## src/rtl/pipe_dmem_pkg.sv

```systemverilog
// pipe_dmem_pkg: shared size encodings, FSM states and lane helpers for the MEM-stage data RAM
package pipe_dmem_pkg;
  localparam logic [1:0] SZ_BYTE = 2'b00;
  localparam logic [1:0] SZ_HALF = 2'b01;
  localparam logic [1:0] SZ_WORD = 2'b10;
  localparam logic [1:0] SZ_ILL  = 2'b11;
  typedef enum logic {CLEAR, RUN} state_t;
  function automatic logic [3:0] lane_mask(input logic [1:0] size, input logic [1:0] lane);
    return size == SZ_BYTE ? 4'b0001 << lane :
           size == SZ_HALF ? (lane[1] ? 4'b1100 : 4'b0011) :
           size == SZ_WORD ? 4'b1111 : 4'b0000;
  endfunction
  function automatic logic is_aligned(input logic [1:0] size, input logic [1:0] lane);
    return size == SZ_BYTE || (size == SZ_HALF && !lane[0]) || (size == SZ_WORD && lane == 2'b00);
  endfunction
endpackage

```

## src/rtl/dmem_load_ext.sv

```systemverilog
// dmem_load_ext: picks the addressed byte/half out of a word and sign- or zero-extends it
module dmem_load_ext
  import pipe_dmem_pkg::*;
(
  input  logic [31:0] word,
  input  logic [1:0]  lane,
  input  logic [1:0]  size,
  input  logic        unsgn,
  output logic [31:0] res
);
  logic [15:0] h;
  logic [7:0]  b;
  assign h = lane[1] ? word[31:16] : word[15:0];
  assign b = lane[0] ? h[15:8] : h[7:0];
  assign res = size == SZ_BYTE ? {{24{~unsgn & b[7]}}, b} :
               size == SZ_HALF ? {{16{~unsgn & h[15]}}, h} : word;
endmodule

```

## src/rtl/pipe_dmem_bhw.sv

```systemverilog
// pipe_dmem_bhw: MEM-stage data RAM with byte/half/word access, misalignment flagging and a post-reset clear sweep
module pipe_dmem_bhw
  import pipe_dmem_pkg::*;
#(
  parameter int ADDR_W       = 5,
  parameter bit CLEAR_ON_RST = 1'b1
) (
  input  logic        clk,
  input  logic        clrn,
  input  logic        req,
  input  logic        we,
  input  logic [1:0]  size,
  input  logic        unsgn,
  input  logic [31:0] addr,
  input  logic [31:0] wdata,
  output logic        ready,
  output logic [31:0] rdata,
  output logic        rvalid,
  output logic        misalign
);
  localparam int DEPTH = 2 ** ADDR_W;
  logic [31:0] mem [DEPTH];
  state_t state, state_n;
  logic [ADDR_W-1:0] cnt, cnt_n, idx;
  logic acc, bad, unused_hi;
  logic [3:0] mask;
  logic [31:0] wrep, ext;
  assign ready = state == RUN;
  assign acc = req & ready;
  assign bad = !is_aligned(size, addr[1:0]);
  assign idx = addr[ADDR_W+1:2];
  assign unused_hi = ^addr[31:ADDR_W+2];
  assign mask = (acc & we & ~bad) ? lane_mask(size, addr[1:0]) : 4'b0000;
  assign wrep = size == SZ_BYTE ? {4{wdata[7:0]}} : size == SZ_HALF ? {2{wdata[15:0]}} : wdata;
  dmem_load_ext u_ext (
    .word  (mem[idx]),
    .lane  (addr[1:0]),
    .size  (size),
    .unsgn (unsgn),
    .res   (ext)
  );
  // sweep counter advances only while clearing; last word hands over to RUN
  always_comb begin
    cnt_n = state == CLEAR ? cnt + 1'b1 : cnt;
    state_n = (state == CLEAR && &cnt) ? RUN : state;
  end
  // state and sweep counter register
  always_ff @(posedge clk or negedge clrn)
    if (!clrn) begin
      state <= CLEAR_ON_RST ? CLEAR : RUN;
      cnt <= '0;
    end else begin
      state <= state_n;
      cnt <= cnt_n;
    end
  // array write: clear sweep, otherwise lane-masked stores
  always_ff @(posedge clk)
    if (state == CLEAR) mem[cnt] <= '0;
    else for (int i = 0; i < 4; i++) if (mask[i]) mem[idx][8*i +: 8] <= wrep[8*i +: 8];
  // registered load result and status pulses; rdata holds between loads
  always_ff @(posedge clk or negedge clrn)
    if (!clrn) begin
      rvalid <= 1'b0;
      misalign <= 1'b0;
      rdata <= '0;
    end else begin
      rvalid <= acc & ~we;
      misalign <= acc & bad;
      if (acc & ~we) rdata <= bad ? '0 : ext;
    end
endmodule

```

## config.mk

```make
export PLATFORM = sky130hd
export DESIGN_NAME = pipe_dmem_bhw
export DESIGN_NICKNAME = d
export VERILOG_FILES = /design/src/rtl/pipe_dmem_pkg.sv /design/src/rtl/dmem_load_ext.sv /design/src/rtl/pipe_dmem_bhw.sv
export SDC_FILE = /design/constraint.sdc
export NUM_CORES = 1
export LEC_CHECK = 0
export CAP_MARGIN = 20
export CELL_PAD_IN_SITES_DETAIL_PLACEMENT = 2
export CELL_PAD_IN_SITES_GLOBAL_PLACEMENT = 2
export CORE_MARGIN = 4
export CORE_UTILIZATION = 49
export CTS_CLUSTER_DIAMETER = 150
export DETAILED_ROUTE_END_ITERATION = 10
export PLACE_DENSITY = 0.87
export SYNTH_ARGS = -nofsm -noshare
export SYNTH_HDL_FRONTEND = slang
export SYNTH_SLANG_ARGS = --single-unit
```

## constraint.sdc

```tcl
create_clock -name clk -period 3 [get_ports clk]
set_input_delay 0.6 -clock clk [delete_from_list [all_inputs] [get_ports clk]]
set_output_delay 0.6 -clock clk [all_outputs]
set_load 0.005 [all_outputs]
```

==> impl_metrics.py, run 1 <==
metrics = {
    "status": {
        "status": "did not finish",
        "lastStage": "clock tree synthesis",
        "error": "[ERROR DPL-0033] detailed placement checks failed during check placement.",
    },
    "die": {
        "initial_core_util_pct": 49.5,
        "rows": 107,
        "die_w_um": 302,
        "num_io_pins": 106,
        "die_y_um": 302,
    },
    "placed_design": {
        "numPortBuffers": 80,
        "place_ws_ns": -0.726,
        "place_congestion": 0.877,
        "place_hpwl_um": 115000,
    },
    "yosys": {
        "synth_area_per_cell_um2": 20.3,
        "ys_ff_latch": 1064,
        "synth_area_um2": 42300,
        "synth_top_family_by_area": "multiplexers",
        "synth_adder_area_share_pct": 0.0592,
        "synth_compound_area_share_pct": 3.24,
        "synth_cells": 2081,
        "yosys-mux-area-fraction_pct": 16.6,
        "syn_nets": 2154,
        "synthXorXnorAreaFrac_pct": 0.0621,
        "synth_edf_count": 1024,
        "ys_types": 55,
        "async_flop_share_pct": 3.76,
        "yosys.area_share.simple_pct": 3.43,
        "ys_seq_area_share_pct": 75.1,
        "synthFlopType": "edfxtp_1",
        "yosysWarnings": 0,
    },
    "clock_network": {
        "post_cts_resized": 17,
        "root_buffer": "clkbuf_16",
        "cts.sinks": 1064,
        "htreeDepth": 3,
        "numCtsBuffers": 110,
        "hold_buffers": 0,
        "clock_path_buffers": 3,
        "post-cts-setup-buffers": 2,
    },
}
cell families after synthesis:
logic type      count (synthesis)
compound gates                200
buf+inv                       130
mux                           355
fa+ha+maj                       2
flops                        1064
simple gates                  327
xor+xnor                        3
metrics by stage:
step	hold slack (ns)	cells	instance area (um2)	util [%]	TNS (ns)
detailed placement	0.492	3565	47900	56.1	-505.17
global placement	0.485	3565	47900	56.1	-248.57
floorplan	0.304	2081	42600	-	-230.97
cells in the mapped netlist, drive strengths merged, types with 3 or more instances:
library cell  instances  area share (%)
or2                   4           0.059
nor3                  3           0.047
o21a                 11            0.20
o21ai                44            0.52
xnor2                 3           0.062
nand2                40            0.36
clkbuf               54            0.48
edfxtp             1024              73
nand2b               13            0.19
a32o                  8            0.19
o211ai                6            0.11
buf                  73             1.0
a211oi               13            0.23
a211o                 7            0.14
nor2b                10            0.15
mux2                 23            0.61
a21oi                27            0.32
nand3                34            0.40
o22ai                21            0.31
a22oi                24            0.43
a21o                  3           0.071
mux2i                59             1.4
dfrtp                40             2.4
nor2                193             1.7
o21bai                6            0.11
mux4                273              15
nand3b               10            0.18
a22o                  7            0.14
o2bb2ai               7            0.14
a32oi                 7            0.14
and2                 10            0.15
inv                   3           0.027
==> run 2: changes to the inputs <==
Settings changed: CELL_PAD_IN_SITES_DETAIL_PLACEMENT 2 to unset, CELL_PAD_IN_SITES_GLOBAL_PLACEMENT 2 to unset, CORE_UTILIZATION 49 to 40, CTS_CLUSTER_DIAMETER 150 to unset, PLACE_DENSITY 0.87 to unset, PLACE_DENSITY_LB_ADDON set to 0.15.
==> impl_metrics.py, run 2 <==
metrics = {
    "placed_design": {
        "place_hpwl_um": 79800,
        "place_area_um2": 48800,
        "place_congestion": 0.929,
        "numPortBuffers": 80,
    },
    "yosys": {
        "synth_top_family_by_area": "multiplexers",
        "ys_seq_area_share_pct": 75.1,
        "synthXorXnorAreaFrac_pct": 0.0621,
        "synth_cells": 2081,
        "synth_top_cells_by_area": "edfxtp_1, mux4_2, dfrtp_1",
        "synth_area_um2": 42300,
        "synth_compound_area_share_pct": 3.24,
        "yosys.area_share.simple_pct": 3.43,
        "synth_common_cells": "edfxtp_1, mux4_2, nor2_1",
        "yosysWarnings": 0,
        "yosys-mux-area-fraction_pct": 16.6,
        "ys_ff_latch": 1064,
        "post-synth-top-count-cell": "edfxtp_1",
        "synth_edf_count": 1024,
        "synth.largest_area_cell": "edfxtp_1",
        "yosysTopAreaCellShare_pct": 72.7,
        "ys_types": 55,
        "synth_area_per_cell_um2": 20.3,
        "async_flop_share_pct": 3.76,
        "synthFlopType": "edfxtp_1",
        "syn_nets": 2154,
        "synth_adder_area_share_pct": 0.0592,
    },
    "routing": {
        "post-route-drc-count": 0,
        "drt-initial-drc-count": 2341,
        "drtAntennaViolNets": 0,
        "drtPass1Iterations": 7,
        "vias": 22600,
        "wirelength_um": 115000,
        "wire_per_inst_um": 28.2,
        "vias_per_cell": 5.55,
    },
    "layout": {
        "stdcell_area_um2": 52400,
        "reg_top3": "mem (1024), rdata (32), cnt (5)",
        "final_util_pct": 49.8,
        "fin_nets": 2658,
        "final_cell_mix": "edfxtp_1, buf_4, mux4_2",
        "drive_gt1_share_pct": 36.1,
        "final_common_cell": "edfxtp_1",
        "top_register": "mem",
        "largest_reg_flops": 1024,
        "area_growth_pct": 23.8,
    },
    "clock_network": {
        "numCtsBuffers": 108,
        "clock_path_buffers": 3,
        "cts.sinks": 1064,
        "root_buffer": "clkbuf_16",
        "path_clk_slew_ns": 0.06,
        "htreeDepth": 3,
        "clock_latency_ns": 0.67,
        "post-cts-setup-buffers": 0,
        "cts_tree": "done",
    },
    "status": {
        "status": "completed",
    },
    "power": {
        "peakVddDrop_v": 0.000468,
        "intPower_uw": 25000,
        "power_density_nw_per_um2": 603,
        "switching_share_pct": 20.9,
        "total_power_uw": 31500,
        "seqPwrFrac_pct": 51.5,
        "power_switching_uw": 6590,
        "pwr-share-clk_pct": 42.7,
        "p_leak_uw": 0.0197,
        "p_comb_share_pct": 5.8,
    },
    "die": {
        "initial_core_util_pct": 40.2,
        "die_w_um": 333,
        "rows": 119,
        "coreArea_um2": 105000,
        "num_io_pins": 106,
        "die_area_um2": 111000,
        "die_y_um": 333,
    },
    "sta": {
        "finalHoldViolCount": 0,
        "min_period_ns": 2.93,
        "worst_pin_slew_ns": 0.794,
        "final.setup.tns_ns": 0,
        "max_freq_mhz": 341,
        "finalMaxSlewViolations": 0,
        "fin_skew_ns": 0.0208,
        "fin_crit_sh_pct": 97.8,
        "setup_viol": 0,
        "relSlewSlack_pct": 47.0,
        "rsz0062_at_grt": "false",
    },
    "global_route": {
        "use_met1_pct": 31.0,
        "grt_pass1_vias": 23200,
        "overflow": 0,
        "grt_util_met2_pct": 31.1,
        "grt_first_pass_wirelength_um": 166000,
        "grt_use_met3_pct": 4.17,
        "antenna_found_initial": 1,
        "grt-busiest-layer": "met2",
        "grt_max_degree": 44,
        "track_usage_pct": 20.6,
    },
    "worst_setup_path": {
        "crit_fanout": 8,
        "cp.required_ns": 3.36,
        "r2r_start": "ready$_DFFE_PN0P_",
        "cp-startpoint": "size[0]",
        "start_kind": "primary input",
        "arrival_ns": 3.29,
        "worstSetupPathType": "primary input to flip-flop",
        "cp-end-kind": "flip-flop",
    },
    "min_path": {
        "hp-class": "primary input to asynchronous set/reset pin",
    },
    "job": {
        "max_cap_viol_count": 0,
    },
}
run 2: through the flow:
stage | hold WS, ns | std cells | setup WS, ns
after floorplan | 0.304 | 2081 | -0.250
after global placement | 0.486 | 3864 | -0.477
after detailed placement | 0.492 | 3864 | -0.477
after CTS | 0.111 | 4067 | 0.202
after global routing | 0.323 | 4069 | 0.0230
final | 0.337 | 4070 | 0.0664
run 2: repair_timing:
item / in CTS / in global routing
hold buffers: 0 / 1
resized for setup: 0 / 0
endpoints found under the hold margin: 0 / 6
run 2: critical path, stage by stage:
cell             delay [ns]
clkdlybuf4s50_1        0.44
o21a_1                 0.19
o21ai_2                0.17
and4_1                 0.49
nand3b_1               0.12
nand2_1                0.27
nand3_1                0.40
buf_4                  0.30
nor2_1                 0.10
buf_4                  0.20
run 2: worst paths after layout:
check	end	slack, ns	depth (start not counted)
hold / removal	rdata[17]$_DFFE_PN0P_	0.34	2
min in group clk	rdata[14]$_DFFE_PN0P_	0.50	1
max in group asynchronous	rdata[9]$_DFFE_PN0P_	2.18	3
hold reg to reg	rdata[14]$_DFFE_PN0P_	0.50	1
setup / recovery	mem[13][30]$_DFFE_PP_	0.07	10
setup reg to reg	mem[13][30]$_DFFE_PP_	0.12	10
run 2: kinds of logic (layout without fill, tap and decap cells):
group	Yosys count	count (layout)
flops	1064	1064
mux	355	355
simple gates	327	327
compound gates	200	200
buf+inv	130	727
xor+xnor	3	3
fa+ha+maj	2	2
other cells	0	1
run 2: area by class of cell:
class / instances / area [um2]
clock buffers: 129 / 2870
clock inverters: 74 / 706
repair buffers: 521 / 5090
multi-input cells: 887 / 10200
fillers: 8638 / 52800
flip-flops and latches: 1064 / 31800
inverters: 3 / 11.3
diodes: 1 / 2.50
well taps: 1391 / 1740
run 2: power groups by stage:
stage	registers (uW)	logic [uW]	clock network, uW
2_1_floorplan	16600	844	0
3_3_place_gp	16600	1800	0
3_5_place_dp	16600	1820	0
4_1_cts	16300	1830	13800
5_1_grt	16300	1920	14400
6_report	16300	1820	13500
run 2: layer usage:
metal | share of wire (%) | wire, um
met5 | 0 | 0
met4 | 2.1 | 2350
met3 | 7.2 | 8200
met2 | 46 | 52300
met1 | 45 | 51800
Note: power is estimated with default switching activity, not from simulation.
==> run 3: changes to the inputs <==
Settings changed: ABC_AREA set to 1.
==> impl_metrics.py, run 3 <==
metrics = {
    "status": {
        "status": "completed",
    },
    "power": {
        "p_leak_uw": 0.0218,
        "power_density_nw_per_um2": 597,
        "peakVddDrop_v": 0.000384,
    },
    "sta": {
        "max_freq_mhz": 337,
        "worst_pin_slew_ns": 0.684,
        "whs_ns": 0.456,
        "fin_skew_ns": 0.0254,
        "finalMaxSlewViolations": 0,
        "min_period_ns": 2.97,
        "setup_viol": 0,
        "relSlewSlack_pct": 54.4,
        "fin_crit_sh_pct": 99.0,
        "finalHoldViolCount": 0,
    },
    "worst_setup_path": {
        "arrival_ns": 3.36,
        "crit_fanout": 8,
        "start_kind": "primary input",
        "worstSetupPathType": "primary input to flip-flop",
        "cp.required_ns": 3.39,
        "cp-end-kind": "flip-flop",
    },
    "die": {
        "die_w_um": 342,
        "die_y_um": 342,
        "initial_core_util_pct": 40.3,
        "rows": 122,
        "num_io_pins": 106,
        "die_area_um2": 117000,
        "coreArea_um2": 111000,
    },
    "layout": {
        "final_common_cell": "nand2_1",
        "area_growth_pct": 22.6,
        "reg_top3": "mem (1024), rdata (32), cnt (5)",
        "final_util_pct": 49.4,
        "n_fill_cell": 9839,
        "stdcell_area_um2": 54600,
        "largest_reg_flops": 1024,
        "drive_gt1_share_pct": 15.2,
        "top_register": "mem",
        "final_cell_mix": "nand2_1, edfxtp_1, nand3_1",
        "fin_nets": 4510,
    },
    "yosys": {
        "yosysWarnings": 0,
        "ys_ff_latch": 1064,
        "synthFlopType": "edfxtp_1",
        "ys_types": 29,
        "synth_top_cells_by_area": "edfxtp_1, nand2_1, nand3_1",
        "synth_cells": 4047,
        "synth_area_um2": 44600,
        "synth.largest_area_cell": "edfxtp_1",
        "ys_seq_area_share_pct": 71.3,
        "syn_nets": 4120,
        "post-synth-top-count-cell": "nand2_1",
        "synth_common_cells": "nand2_1, edfxtp_1, nand3_1",
        "yosysTopAreaCellShare_pct": 69.0,
        "async_flop_share_pct": 3.76,
        "synth_edf_count": 1024,
        "synth_area_per_cell_um2": 11.0,
    },
    "clock_network": {
        "numCtsBuffers": 113,
        "root_buffer": "clkbuf_16",
        "clock_path_buffers": 3,
        "cts_tree": "done",
        "path_clk_slew_ns": 0.06,
        "clock_latency_ns": 0.70,
        "htreeDepth": 3,
        "cts.sinks": 1064,
    },
    "min_path": {
        "hp-class": "primary input to asynchronous set/reset pin",
    },
    "routing": {
        "post-route-drc-count": 0,
        "drtPass1Iterations": 5,
        "wire_per_inst_um": 22.2,
        "wirelength_um": 134000,
        "drt-initial-drc-count": 2952,
        "drtAntennaViolNets": 0,
        "vias_per_cell": 5.20,
        "vias": 31300,
    },
    "global_route": {
        "grt_pass1_vias": 30300,
        "track_usage_pct": 22.8,
        "grt_first_pass_wirelength_um": 197000,
        "overflow": 0,
        "grt_max_degree": 91,
        "antenna_found_initial": 3,
    },
    "placed_design": {
        "place_area_um2": 50800,
        "numPortBuffers": 80,
        "place_hpwl_um": 88000,
        "place_congestion": 0.873,
    },
    "job": {
        "max_cap_viol_count": 0,
    },
}
-- run 3: cells by family (layout without fill, tap and decap cells) --
logic type | after synthesis | in the layout | share of synthesized area [%]
buffers and inverters | 304 | 792 | 2.97
flip-flops | 1064 | 1064 | 71.3
adder cells (fa/ha/maj) | 2 | 2 | 0.0562
other | 0 | 4 | 0
AO/OA/AOI/OAI | 67 | 67 | 0.913
AND/OR/NAND/NOR | 2608 | 2608 | 24.8
XOR/XNOR | 2 | 2 | 0.0393
-- run 3: worst max-delay path: stages --
cell,delay (ns)
clkdlybuf4s50_1,0.45
buf_4,0.15
inv_2,0.06
nand2_1,0.09
nand2_2,0.07
nand2_2,0.09
nor3_4,0.06
buf_4,0.14
or2_2,0.29
o21ai_4,0.09
inv_1,0.13
nor2_4,0.19
nand4_1,0.33
buf_4,0.29
nor2_1,0.10
buf_4,0.19
-- run 3: area by class of cell --
type	count	area [um2]	area share, %
antenna	4	10.0	0.0183
clock buffer	144	3020	5.52
clock inverter	69	714	1.31
inverter	39	168	0.307
multi-input combinational	2679	11700	21.4
sequential	1064	31800	58.1
tap	1488	1860	3.41
timing repair buffer	540	5390	9.88
-- run 3: stage by stage --
stage,setup WS [ns],total power [uW],std cells,TNS [ns]
global route,-0.0170,33700,6023,-0.0929
global placement,-0.705,18900,5802,-508.52
floorplan,-0.461,17700,4047,-111.95
CTS,0.00549,32900,6018,0
detailed placement,-0.735,18900,5802,-539.17
finish,0.0313,32600,6027,0
-- run 3: power breakdown --
group	total, uW	internal [uW]	switching [uW]
Sequential	16200	16200	29.1
Combinational	2360	849	1510
Clock	14000	8210	5780
Total	32600	25300	7320
-- run 3: metal layers --
metal	vias up	part of all wire, %	GRT usage, %
met5	-	0	0
met1	15300	44	32.5
li1	14900	-	-
met3	193	6.7	3.62
met2	1015	46	35.8
met4	0	3.2	7.38
-- run 3: path summary, 6_finish.rpt --
check                                        endpoint  cells past startpoint  slack [ns]                   from
worst max-delay path             mem[0][29]$_DFFE_PP_                     16        0.03                addr[1]
worst min-delay path            rdata[28]$_DFFE_PN0P_                      2        0.46                   clrn
worst max register to register   mem[0][29]$_DFFE_PP_                     11        0.35      ready$_DFFE_PN0P_
worst min register to register  rdata[14]$_DFFE_PN0P_                      2        0.48  rdata[14]$_DFFE_PN0P_
max in group asynchronous       rdata[18]$_DFFE_PN0P_                      3        1.92                   clrn
min in group clk                rdata[14]$_DFFE_PN0P_                      2        0.48  rdata[14]$_DFFE_PN0P_
-- run 3: what timing repair did --
action                                  CTS  global route
endpoints found under the hold margin    25             0
gates resized for setup                   0             6
cloned                                    0             0
hold buffers                              1             0
endpoints found under the setup margin    8           401
setup buffers                             2             5
pin swaps                                 1             6
